**config.mk**
```make
export PLATFORM = sky130hd
export DESIGN_NAME = max_tracker
export DESIGN_NICKNAME = d
export VERILOG_FILES = /design/src/rtl/max_tracker.sv
export SDC_FILE = /design/constraint.sdc
export NUM_CORES = 1
export LEC_CHECK = 0
export CAP_MARGIN = 20
export CELL_PAD_IN_SITES_DETAIL_PLACEMENT = 1
export CELL_PAD_IN_SITES_GLOBAL_PLACEMENT = 2
export CORE_ASPECT_RATIO = 1.4
export CORE_MARGIN = 4
export CORE_UTILIZATION = 24
export DETAILED_ROUTE_END_ITERATION = 6
export PLACE_DENSITY = 0.83
export SYNTH_ARGS = -nofsm -noshare
export SYNTH_HDL_FRONTEND = slang
export SYNTH_SLANG_ARGS = --single-unit
```
**constraint.sdc**
```tcl
create_clock -name clk -period 2.86 [get_ports clk]
set_input_delay 0.572 -clock clk [delete_from_list [all_inputs] [get_ports clk]]
set_output_delay 0.572 -clock clk [all_outputs]
set_load 0.03 [all_outputs]
```
**src/rtl/max_tracker.sv**
```systemverilog
// max_tracker: running signed maximum of a streamed score matrix with its position.
// Optional macro SW_TRACK_POS_EN enables row/col position tracking.
`ifndef V_E_F_Bit
`define V_E_F_Bit 16
`endif

module max_tracker (
  input  logic                  clk,
  input  logic                  rst,
  input  logic                  valid_in,
  input  logic                  newLine_in,
  input  logic                  last_in,
  input  logic [`V_E_F_Bit-1:0] v_in,
  input  logic                  clear_in,
  input  logic                  result_ready,
  output logic                  result_valid,
  output logic [`V_E_F_Bit-1:0] max_score,
  output logic [15:0]           max_row,
  output logic [15:0]           max_col,
  output logic                  busy
);

  typedef enum logic [1:0] {
    IDLE,
    RUN,
    DONE
  } state_t;

  state_t state;

  logic signed [`V_E_F_Bit-1:0] maxQ;
  logic start;
  logic take;
  logic better;
  logic flush;

  assign start  = (state == IDLE) && valid_in && newLine_in;
  assign take   = start || ((state == RUN) && valid_in);
  assign better = $signed(v_in) > maxQ;
  // result_valid is always high in DONE, so ready alone completes the transfer
  assign flush  = clear_in || ((state == DONE) && result_ready);

  always_ff @(posedge clk or negedge rst) begin
    if (!rst) begin
      state        <= IDLE;
      maxQ         <= '0;
      result_valid <= 1'b0;
      busy         <= 1'b0;
    end else if (flush) begin
      state        <= IDLE;
      maxQ         <= '0;
      result_valid <= 1'b0;
      busy         <= 1'b0;
    end else begin
      unique case (state)
        IDLE: begin
          if (start) begin
            busy         <= 1'b1;
            state        <= last_in ? DONE : RUN;
            result_valid <= last_in;
          end
        end
        RUN: begin
          if (valid_in && last_in) begin
            state        <= DONE;
            result_valid <= 1'b1;
          end
        end
        DONE: begin
        end
        default: begin
          state <= IDLE;
        end
      endcase
      if (take && better) begin
        maxQ <= $signed(v_in);
      end
    end
  end

  assign max_score = maxQ;

`ifdef SW_TRACK_POS_EN
  logic [15:0] rowCnt;
  logic [15:0] colCnt;
  logic [15:0] rowNext;
  logic [15:0] colNext;
  logic [15:0] maxRowQ;
  logic [15:0] maxColQ;

  // Position of the cell currently presented, saturating at 16'hFFFF
  always_comb begin
    rowNext = rowCnt;
    colNext = colCnt;
    if (start) begin
      rowNext = '0;
      colNext = '0;
    end else if (newLine_in) begin
      rowNext = (rowCnt == 16'hFFFF) ? rowCnt : rowCnt + 16'd1;
      colNext = '0;
    end else begin
      colNext = (colCnt == 16'hFFFF) ? colCnt : colCnt + 16'd1;
    end
  end

  always_ff @(posedge clk or negedge rst) begin
    if (!rst) begin
      rowCnt  <= '0;
      colCnt  <= '0;
      maxRowQ <= '0;
      maxColQ <= '0;
    end else if (flush) begin
      rowCnt  <= '0;
      colCnt  <= '0;
      maxRowQ <= '0;
      maxColQ <= '0;
    end else if (take) begin
      rowCnt <= rowNext;
      colCnt <= colNext;
      if (better) begin
        maxRowQ <= rowNext;
        maxColQ <= colNext;
      end
    end
  end

  assign max_row = maxRowQ;
  assign max_col = maxColQ;
`else
  assign max_row = '0;
  assign max_col = '0;
`endif

endmodule

```
==> flow_summary.ini <==
[logic_synthesis]
yosysUniqueCellTypes = 30
yosys_register_bits = 20
ys.warnings.count = 0
synth-seq-area-share_pct = 30.4
netlist_area_sq_um = 1640
postSynthCellCount = 182
synth-main-ff-cell = dfrtp_1
avgSynthCellArea_sq_um = 9.03
async_reset_ff_share_pct = 100
synth-edff-count = 0

[cts]
numClockSinks = 20
cts.htree.levels = 1
cts_resized = 0
clkLatencyLatePin_ns = 0.26
cts_tree = built
cts_buffers = 3
cts_hold_buf = 0
cts-root-buf = clkbuf_8
path_clk_slew_ns = 0.08
cts_setup_buffers = 0
clk_path_buf_depth = 2

[detailed_routing]
wl_per_cell_um = 12.4
wl_met2_mm = 2.09
vias = 1290
drtIter0Drc = 13
drt-met1-wl_mm = 1.59
drc = 0
viasPerCell = 4.08
drtAntennaViolNets = 0
dr.pass1.iters = 3
dr_wl_met3_um = 209
highest_layer = met4
routed_wl_mm = 3.92

[place]
portBuffers = 40
place_hpwl_mm = 3.14
place_area_sq_um = 2050
place_congestion = 0.744

[floorplan]
start_util_pct = 24.9
io_pins = 73
dieArea_sq_um = 8260
fp-row-count = 35
fp.dieW_um = 78.0
fp.coreArea_sq_um = 6610
die_h_um = 106

[sta]
finalSetupTns_ns = 0
final.min_clock_period_ns = 2.52
worst_clock_skew_ns = 0.00160
setup-violations-final = 0
slew_headroom_pct = 66.1
max_freq_mhz = 398
worst_pin_slew_ns = 0.503
rsz0062_at_grt = false
post-route-period-util_pct = 88.0
finalHoldViolCount = 0
slew_violations = 0

[setup_path]
ff2ff_path_depth = 9
cp-start-kind = primary input
rrSetupSlack_ns = 0.70
worstPathRequired_ns = 3.05
cp-end-kind = flop
critical_path_class = primary input to flop
r2r_end = max_score[14]
worstPathMaxFanout = 6
worstPathArrival_ns = 2.70
reg2reg_from = max_score[11]

[finish]
utilization_pct = 31.6
final_nets = 265
layout_commonest_cell = clkdlybuf4s50_1
mostFrequentLayoutCells = clkdlybuf4s50_1 (40), nand2_1 (35), conb_1 (32)
drive_gt1_share_pct = 7.14
fin_area_sq_um = 2090
num-fill-cells = 779
diodes = 0
areaGrowthSynthToFinish_pct = 27.2

[min_path]
hold-path-cell-count = 1
hp-start = busy
hold_class = flop to flop
holdPathEnd = busy

[global_route]
grt.overflow.total = 0
grt_antenna_before_repair = 0
grt_pass1_wl_mm = 6.51
first_global_vias = 1413
grt_max_degree = 36
grt_usage_pct = 9.82

[power_and_ir_drop]
ir_drop_mv = 0.171
cellLeakagePower_nw = 0.983
power_density_nw_per_um2 = 380
p_total_mw = 0.795

[run]
max_cap_viol_count = 0

[status]
status = finished clean
[area by class of cell]
class / count / area [sq um] / share of cell area (%)
inverter: 16 / 60.1 / 2.87
tap: 92 / 115 / 5.50
timing repair buffer: 44 / 443 / 21.2
clock buffer: 3 / 41.3 / 1.97
multi-input combinational: 141 / 932 / 44.6
sequential: 20 / 500 / 23.9
[worst max-delay path by stage]
stage,depth (start not counted),endpoint,start,slack (ns)
finish,9,max_score[14],v_in[11],0.34
global route,9,max_score[3],v_in[11],0.20
CTS,9,max_score[3],v_in[15],0.33
detailed placement,9,max_score[1],v_in[15],0.04
global placement,9,max_score[12],v_in[13],0.09
floorplan,9,max_score[10],max_score[1],0.54
[state kept, by name, indices dropped and copies added (netlist names)]
| register | flops |
|---|---|
| max_score | 16 |
| state | 2 |
| busy | 1 |
| result_valid | 1 |
[metal layers]
metal | up-vias | GRT usage [%]
met4 | 0 | 3.38
met2 | 43 | 18.4
li1 | 627 | -
met1 | 618 | 10.8
met3 | 2 | 1.86
met5 | - | 0
[cells in the mapped netlist (2+ instances only)]
library cell	n	share of area, %
a21o_1	2	0.91
a21oi_1	11	3.3
nor2b_1	3	1.1
nand2_1	35	8.0
dfrtp_1	20	30
nand4_1	3	1.1
ha_1	16	12
clkbuf_1	3	0.68
mux2i_1	16	9.7
inv_1	16	3.7
buf_4	32	15
o21a_1	2	0.91
nand3_1	2	0.61
nor2_1	4	0.91
nor4_1	2	0.76
[critical path: stages]
cell,delay [ns]
clkdlybuf4s50_1,0.44
ha_1,0.34
nand4_1,0.23
nor2_1,0.07
a21o_1,0.17
o31a_2,0.31
o21ai_4,0.18
buf_4,0.20
mux2i_1,0.19
[logic make-up (layout without fill, tap and decap cells)]
group / Yosys count / in the layout / share of synthesized area, %
AO/OA/AOI/OAI: 24 / 24 / 11.3
other: 1 / 32 / 0.228
buffers and inverters: 52 / 63 / 20.2
flip-flops: 20 / 20 / 30.4
multiplexers: 17 / 17 / 10.4
AND/OR/NAND/NOR: 52 / 52 / 15.2
adder cells (fa/ha/maj): 16 / 16 / 12.2
[where the power goes]
group          switching, mW  internal, mW  leakage, nW
Clock                 0.0987        0.0940       0.0216
Sequential            0.0146         0.298        0.274
Combinational          0.179         0.110        0.687
[per-stage QoR]
stage / cells / hold WS [ns] / worst slack (ns)
floorplan: 213 / 0.276 / 0.542
global placement: 313 / 0.487 / 0.0884
detailed placement: 313 / 0.487 / 0.0430
CTS: 316 / 0.509 / 0.328
global route: 316 / 0.527 / 0.200
finish: 316 / 0.500 / 0.344
Power figures use the tool's default switching activity.
